File: src/rtl/calc2_pkg.sv
// Shared command/response encodings, capture FSM states and the default queue entry
// layout for the calc2 request channels.
package calc2_pkg;

  localparam logic [3:0] CMD_NOP = 4'd0;
  localparam logic [3:0] CMD_ADD = 4'd1;
  localparam logic [3:0] CMD_SUB = 4'd2;
  localparam logic [3:0] CMD_SHL = 4'd5;
  localparam logic [3:0] CMD_SHR = 4'd6;

  localparam logic [1:0] RESP_NONE = 2'd0;
  localparam logic [1:0] RESP_OK   = 2'd1;
  localparam logic [1:0] RESP_ERR  = 2'd2;

  typedef enum logic {
    CAP_IDLE,
    CAP_WAIT_OP2
  } cap_state_e;

  // Default-width entry; the core passes an entry type sized to its own parameters.
  typedef struct packed {
    logic [3:0]  cmd;
    logic [31:0] op1;
    logic [31:0] op2;
    logic [1:0]  tag;
    logic        invalid;
  } q_entry_t;

  function automatic logic is_valid_cmd(input logic [3:0] cmd);
    return (cmd == CMD_ADD) || (cmd == CMD_SUB) || (cmd == CMD_SHL) || (cmd == CMD_SHR);
  endfunction

endpackage

File: src/rtl/calc2_port_q.sv
// One request channel: two-cycle command/operand capture FSM feeding a circular
// request FIFO whose head is offered to the shared arbiter.
module calc2_port_q
  import calc2_pkg::*;
#(
  parameter int unsigned DEPTH  = 4,
  parameter int unsigned DATA_W = 32,
  parameter int unsigned TAG_W  = 2,
  parameter type entry_t = q_entry_t
) (
  input  logic              clk,
  input  logic              rst_n,
  input  logic [3:0]        cmd,
  input  logic [DATA_W-1:0] data,
  input  logic [TAG_W-1:0]  tag,
  input  logic              ready,
  input  logic              pop,
  output logic              empty,
  output logic              full,
  output entry_t            head
);

  localparam int unsigned AW = $clog2(DEPTH);

  cap_state_e        state_q, state_d;
  logic [3:0]        cmd_q;
  logic [DATA_W-1:0] op1_q;
  logic [TAG_W-1:0]  tag_q;
  logic              latch;
  logic              push;
  entry_t            push_entry;

  logic [AW:0]       wptr, rptr;
  entry_t            mem [DEPTH];

  always_comb begin
    state_d    = state_q;
    latch      = 1'b0;
    push       = 1'b0;
    push_entry = '0;
    case (state_q)
      CAP_IDLE: begin
        if (ready && cmd != CMD_NOP) begin
          if (is_valid_cmd(cmd)) begin
            latch   = 1'b1;
            state_d = CAP_WAIT_OP2;
          end else begin
            push               = 1'b1;
            push_entry.cmd     = cmd;
            push_entry.op1     = data;
            push_entry.tag     = tag;
            push_entry.invalid = 1'b1;
          end
        end
      end
      CAP_WAIT_OP2: begin
        // The FIFO slot was reserved when the command was accepted in IDLE.
        push           = 1'b1;
        push_entry.cmd = cmd_q;
        push_entry.op1 = op1_q;
        push_entry.op2 = data;
        push_entry.tag = tag_q;
        state_d        = CAP_IDLE;
      end
    endcase
  end

  always_ff @(posedge clk or negedge rst_n) begin
    if (!rst_n) begin
      state_q <= CAP_IDLE;
      cmd_q   <= '0;
      op1_q   <= '0;
      tag_q   <= '0;
    end else begin
      state_q <= state_d;
      if (latch) begin
        cmd_q <= cmd;
        op1_q <= data;
        tag_q <= tag;
      end
    end
  end

  assign empty = (wptr == rptr);
  assign full  = (wptr[AW] != rptr[AW]) && (wptr[AW-1:0] == rptr[AW-1:0]);
  assign head  = mem[rptr[AW-1:0]];

  always_ff @(posedge clk or negedge rst_n) begin
    if (!rst_n) begin
      wptr <= '0;
      rptr <= '0;
    end else begin
      if (push) wptr <= wptr + (AW+1)'(1);
      if (pop && !empty) rptr <= rptr + (AW+1)'(1);
    end
  end

  always_ff @(posedge clk) begin
    if (push) mem[wptr[AW-1:0]] <= push_entry;
  end

endmodule

File: src/rtl/calc2_core.sv
// Multi-channel calculator: per-channel request queues, round-robin issue into one
// registered ALU, and a tagged one-cycle response on the originating channel.
module calc2_core
  import calc2_pkg::*;
#(
  parameter int unsigned NUM_PORTS = 4,
  parameter int unsigned DATA_W    = 32,
  parameter int unsigned DEPTH     = 4,
  parameter int unsigned TAG_W     = 2
) (
  input  logic                        c_clk,
  input  logic                        reset,
  input  logic [NUM_PORTS*4-1:0]      req_cmd_in,
  input  logic [NUM_PORTS*DATA_W-1:0] req_data_in,
  input  logic [NUM_PORTS*TAG_W-1:0]  req_tag_in,
  output logic [NUM_PORTS-1:0]        req_ready,
  output logic [NUM_PORTS*2-1:0]      out_resp,
  output logic [NUM_PORTS*DATA_W-1:0] out_data,
  output logic [NUM_PORTS*TAG_W-1:0]  out_tag
);

  localparam int unsigned PW = $clog2(NUM_PORTS);
  localparam int unsigned SW = $clog2(DATA_W);

  typedef struct packed {
    logic [3:0]        cmd;
    logic [DATA_W-1:0] op1;
    logic [DATA_W-1:0] op2;
    logic [TAG_W-1:0]  tag;
    logic              invalid;
  } entry_t;

  logic [NUM_PORTS-1:0] q_empty, q_full, q_pop;
  entry_t               q_head [NUM_PORTS];
  logic                 rdy_en;

  logic [PW-1:0]        ptr, gnt_idx;
  logic                 gnt;
  int unsigned          idx;

  logic                 iss_valid;
  logic [PW-1:0]        iss_port;
  entry_t               iss_entry;

  logic [DATA_W:0]      sum;
  logic [1:0]           alu_resp;
  logic [DATA_W-1:0]    alu_data;

  logic                 res_valid;
  logic [PW-1:0]        res_port;
  logic [1:0]           res_resp;
  logic [DATA_W-1:0]    res_data;
  logic [TAG_W-1:0]     res_tag;

  // rdy_en holds req_ready low until the first edge after reset release.
  assign req_ready = {NUM_PORTS{rdy_en}} & ~q_full;

  for (genvar g = 0; g < NUM_PORTS; g++) begin : g_port
    calc2_port_q #(
      .DEPTH  (DEPTH),
      .DATA_W (DATA_W),
      .TAG_W  (TAG_W),
      .entry_t(entry_t)
    ) u_port_q (
      .clk  (c_clk),
      .rst_n(reset),
      .cmd  (req_cmd_in[4*g +: 4]),
      .data (req_data_in[DATA_W*g +: DATA_W]),
      .tag  (req_tag_in[TAG_W*g +: TAG_W]),
      .ready(req_ready[g]),
      .pop  (q_pop[g]),
      .empty(q_empty[g]),
      .full (q_full[g]),
      .head (q_head[g])
    );
  end

  always_comb begin
    gnt     = 1'b0;
    gnt_idx = ptr;
    idx     = 0;
    q_pop   = '0;
    for (int unsigned i = 1; i <= NUM_PORTS; i++) begin
      idx = (32'(ptr) + i) % NUM_PORTS;
      if (!gnt && !q_empty[idx]) begin
        gnt     = 1'b1;
        gnt_idx = PW'(idx);
      end
    end
    if (gnt) q_pop[gnt_idx] = 1'b1;
  end

  always_comb begin
    alu_resp = RESP_ERR;
    alu_data = '0;
    sum      = {1'b0, iss_entry.op1} + {1'b0, iss_entry.op2};
    if (!iss_entry.invalid) begin
      case (iss_entry.cmd)
        CMD_ADD: if (!sum[DATA_W]) begin
          alu_resp = RESP_OK;
          alu_data = sum[DATA_W-1:0];
        end
        CMD_SUB: if (iss_entry.op2 <= iss_entry.op1) begin
          alu_resp = RESP_OK;
          alu_data = iss_entry.op1 - iss_entry.op2;
        end
        CMD_SHL: begin
          alu_resp = RESP_OK;
          alu_data = iss_entry.op1 << iss_entry.op2[SW-1:0];
        end
        CMD_SHR: begin
          alu_resp = RESP_OK;
          alu_data = iss_entry.op1 >> iss_entry.op2[SW-1:0];
        end
        default: ;
      endcase
    end
  end

  always_ff @(posedge c_clk or negedge reset) begin
    if (!reset) begin
      rdy_en    <= 1'b0;
      ptr       <= PW'(NUM_PORTS - 1);
      iss_valid <= 1'b0;
      iss_port  <= '0;
      iss_entry <= '0;
      res_valid <= 1'b0;
      res_port  <= '0;
      res_resp  <= RESP_NONE;
      res_data  <= '0;
      res_tag   <= '0;
    end else begin
      rdy_en    <= 1'b1;
      if (gnt) ptr <= gnt_idx;
      iss_valid <= gnt;
      iss_port  <= gnt_idx;
      iss_entry <= q_head[gnt_idx];
      res_valid <= iss_valid;
      res_port  <= iss_port;
      res_resp  <= alu_resp;
      res_data  <= alu_data;
      res_tag   <= iss_entry.tag;
    end
  end

  always_comb begin
    out_resp = {NUM_PORTS{RESP_NONE}};
    out_data = '0;
    out_tag  = '0;
    if (res_valid) begin
      out_resp[32'(res_port)*2 +: 2]           = res_resp;
      out_data[32'(res_port)*DATA_W +: DATA_W] = res_data;
      out_tag[32'(res_port)*TAG_W +: TAG_W]    = res_tag;
    end
  end

endmodule

File: config.mk
export PLATFORM = sky130hd
export DESIGN_NAME = calc2_core
export DESIGN_NICKNAME = d
export VERILOG_FILES = /design/src/rtl/calc2_pkg.sv /design/src/rtl/calc2_port_q.sv /design/src/rtl/calc2_core.sv
export SDC_FILE = /design/constraint.sdc
export NUM_CORES = 2
export LEC_CHECK = 0
export BUFFER_PORTS_ARGS = -buffer_cell sky130_fd_sc_hd__buf_2
export CAP_MARGIN = 15
export CORE_ASPECT_RATIO = 1.25
export CORE_MARGIN = 2
export CORE_UTILIZATION = 60
export DETAILED_ROUTE_END_ITERATION = 16
export MAX_ROUTING_LAYER = met4
export PLACE_DENSITY = 0.78
export SLEW_MARGIN = 40
export SYNTH_ARGS = -nofsm -noshare
export SYNTH_HDL_FRONTEND = slang
export SYNTH_SLANG_ARGS = --single-unit
File: constraint.sdc
create_clock -name c_clk -period 13.7 [get_ports c_clk]
set_clock_uncertainty 0.1 [all_clocks]
set_input_delay 1.37 -clock c_clk [delete_from_list [all_inputs] [get_ports c_clk]]
set_output_delay 1.37 -clock c_clk [all_outputs]
set_load 0.01 [all_outputs]
==> impl_metrics.csv <==
group,metric,value,unit
floorplan,initial_core_util,60.49,%
worst_hold_path,hp-start,"iss_port[0]",
sta,drv_slew,0,
cts,holdBufCountCts,0,
grt,grt-ovfl-total,0,
cts,htree_levels,4,
floorplan,die_y,368.1,µm
cts,path_clk_slew,60,ps
sta,worst_pin_slew,925.4,ps
route,num_vias,40580,
sta,setup_violations,0,
cts,clock-sinks,1432,
setup_path,end_kind,"flip-flop",
setup_path,r2r-start,"iss_entry[4]",
route,route.detailed.drc,0,
power_and_ir_drop,peakVddDrop,0.2630,mV
place,io_buffers,301,
cts,post_cts_resized,0,
floorplan,num_rows,133,
setup_path,critPathKind,"flip-flop to flip-flop",
route,wl,188500,µm
grt,first_global_vias,39790,
sta,timing.final.crit_share,36.88,%
setup_path,r2r_slack,8650,ps
place,gp_congestion,1.041,
route,wl_per_cell,30.15,µm
power_and_ir_drop,p_per_area,266.2,mW/mm²
synthesis,yosysSeqAreaShare,65.27,%
cells_and_area,fillers,6983,
synthesis,ys_types,85,
setup_path,crit_arrival,5590,ps
synthesis,syn_avg_cell_area,14.21,µm²
synthesis,netlist_area,0.06362,mm²
route,final_antenna_net_count,0,
cts,numCtsBuffers,133,
sta,hold_viol_final,0,
cts,worstSkewPairLatency,770,ps
power_and_ir_drop,power.leakage,27.15,nW
floorplan,core_area,0.1052,mm²
synthesis,ys_warn_count,0,
setup_path,critical_path.max_fanout,50,
floorplan,die_w,295.2,µm
setup_path,r2r_cells,14,
grt,met3_usage,6.006,%
sta,period_needed,5053,ps
route,drtIter0Drc,5081,
grt,grt_util_met2,55.08,%
grt,grt.total_usage,36.00,%
cts,cts_max_path_buffers,3,
cells_and_area,regArea,0.04156,mm²
place,dp_hpwl,125700,µm
grt,grt_pass1_wl,270100,µm
cts,clockRootBuffer,"clkbuf_16",
floorplan,ios,302,
synthesis,synthFlopType,"edfxtp_1",
grt,met1_usage,43.43,%
setup_path,worstReg2RegEnd,"res_data[12]",
synthesis,synth_cells,4477,
outcome,status,"completed",
sta,tns,0,ps
synthesis,synth_nets,4723,
cells_and_area,nets,4952,
cts,post_cts_buffers,0,
grt,grt_max_degree,85,
cells_and_area,drive_gt1_share,19.97,%
synthesis,ys_ff_latch,1432,
synthesis,synth-async-reset-ratio,20.67,%
synthesis,synth_edf_count,1136,
grt,antenna_found_initial,25,
cells_and_area,layout_common_cells,"1136 x edfxtp_1, 802 x nand2_1, 300 x buf_2",
route,vias_per_cell,6.492,
power_and_ir_drop,power,0.01895,W
cells_and_area,area_growth_syn_to_layout,11.90,%
flow_run,cap_viol_max_count,0,
cts,cts_tree,"done",
worst_hold_path,min_to,"res_port[0]",
worst_hold_path,hold_class,"flip-flop to flip-flop",
sta,fmax,0.1979,GHz
worst_hold_path,whs_path_depth,0,
cells_and_area,layout_commonest_cell,"edfxtp_1",
synthesis,yosysTopAreaCellShare,53.62,%
cells_and_area,multi_input_area,0.02075,mm²
sta,rsz0062_at_grt,"false",
setup_path,worstPathRequired,14230,ps
route,dr.pass1.iters,6,
sta,slew_headroom,37.33,%
synthesis,yosys.area.top_type,"edfxtp_1",
floorplan,dieArea,0.1087,mm²
grt,grt.busiest_layer,"met2",
setup_path,start_kind,"flip-flop",
synthesis,synth.area.top_cells,"edfxtp_1 54%, dfrtp_1 12%, mux4_2 10%",
## area by class of cell
class | count | area share (%)
Sequential cell | 1432 | 58.37
Multi-Input combinational cell | 2657 | 29.14
Clock buffer | 182 | 5.253
Timing Repair Buffer | 379 | 3.279
Tap cell | 1417 | 2.490
Clock inverter | 64 | 0.8418
Inverter | 103 | 0.5606
Antenna cell | 17 | 0.05976
## cells in the mapped netlist (92+ instances only)
cell / number
a21oi_1: 127
a22o_1: 148
a31oi_1: 92
and2_1: 280
clkbuf_1: 206
dfrtp_1: 294
edfxtp_1: 1136
inv_1: 95
mux4_2: 293
nand2_1: 802
nor2_1: 143
o21ai_0: 96
## critical path, stage by stage, from the launching register on
cell       delay (ps)
dfrtp_1           320
buf_4             480
clkinv_1          640
fa_1              640
o21bai_1          250
o211ai_1          160
a211oi_2          490
o31ai_2           200
o211a_4           310
o2bb2ai_2         420
buf_4             310
nor2_1             60
a211oi_1          200
a21oi_1            60
o31a_1            260
## metal layers
layer	part of all wire [%]	wire length, µm
met1	34	64450
met4	9.3	17480
met3	8.9	16710
met5	0	0
met2	48	89820
## worst max path at each step
stage | from | to | slack (ps) | depth (start not counted)
finish | iss_entry[4] | res_data[12] | 8650 | 14
global route | iss_entry[6] | res_data[15] | 8510 | 12
CTS | iss_entry[6] | res_data[21] | 8810 | 12
detailed placement | iss_entry[6] | res_data[21] | 8830 | 12
global placement | iss_entry[4] | res_data[12] | 8860 | 14
floorplan | req_cmd_in[0] | g_port[0].u_port_q.mem[3][0] | 8070 | 5
## flip-flops by register name (all words and copies together), names as in the netlist, 2 cells and up
name	count
res_port	2
res_resp	2
res_tag	2
g_port.u_port_q.wptr	12
g_port.u_port_q.cmd_q	16
g_port.u_port_q.tag_q	8
g_port.u_port_q.op1_q	128
g_port.u_port_q.rptr	12
g_port.u_port_q.mem	1136
ptr	2
g_port.u_port_q.state_q	4
res_data	32
iss_entry	71
iss_port	2
## power breakdown
part | internal (W) | total, W | switching (W)
combinational | 0.00287 | 0.00844 | 0.00556
clock | 0.00208 | 0.00368 | 0.00160
sequential | 0.00606 | 0.00683 | 0.000775
total | 0.0110 | 0.0190 | 0.00794
## kinds of logic (layout without fill, tap and decap cells)
| logic type | count (synthesis) | after routing | synth area share [%] |
|---|---|---|---|
| DFF | 1432 | 1432 | 65.27 |
| AOI/OAI and AO/OA | 679 | 679 | 7.450 |
| and+or+nand+nor | 1458 | 1458 | 10.57 |
| buffers and inverters | 388 | 728 | 2.468 |
| adders and majority gates | 92 | 92 | 1.833 |
| other | 1 | 18 | 0.005895 |
| muxes | 367 | 367 | 11.58 |
| xor gates and xnor gates | 60 | 60 | 0.8260 |
## through the flow
step                setup WS (ps)  instance area [µm²]  utilization [%]  hold slack (ps)  cells
floorplan                    8066                63620                -            231.2   4477
global placement             8855                66430            63.17            235.5   5975
detailed placement           8831                66670            63.39            255.7   5983
CTS                          8814                71010            67.52            269.0   6229
global route                 8509                71170            67.68            272.1   6244
finish                       8647                71190            67.69            273.1   6251
No activity file was read; power rests on OpenSTA's default activity.
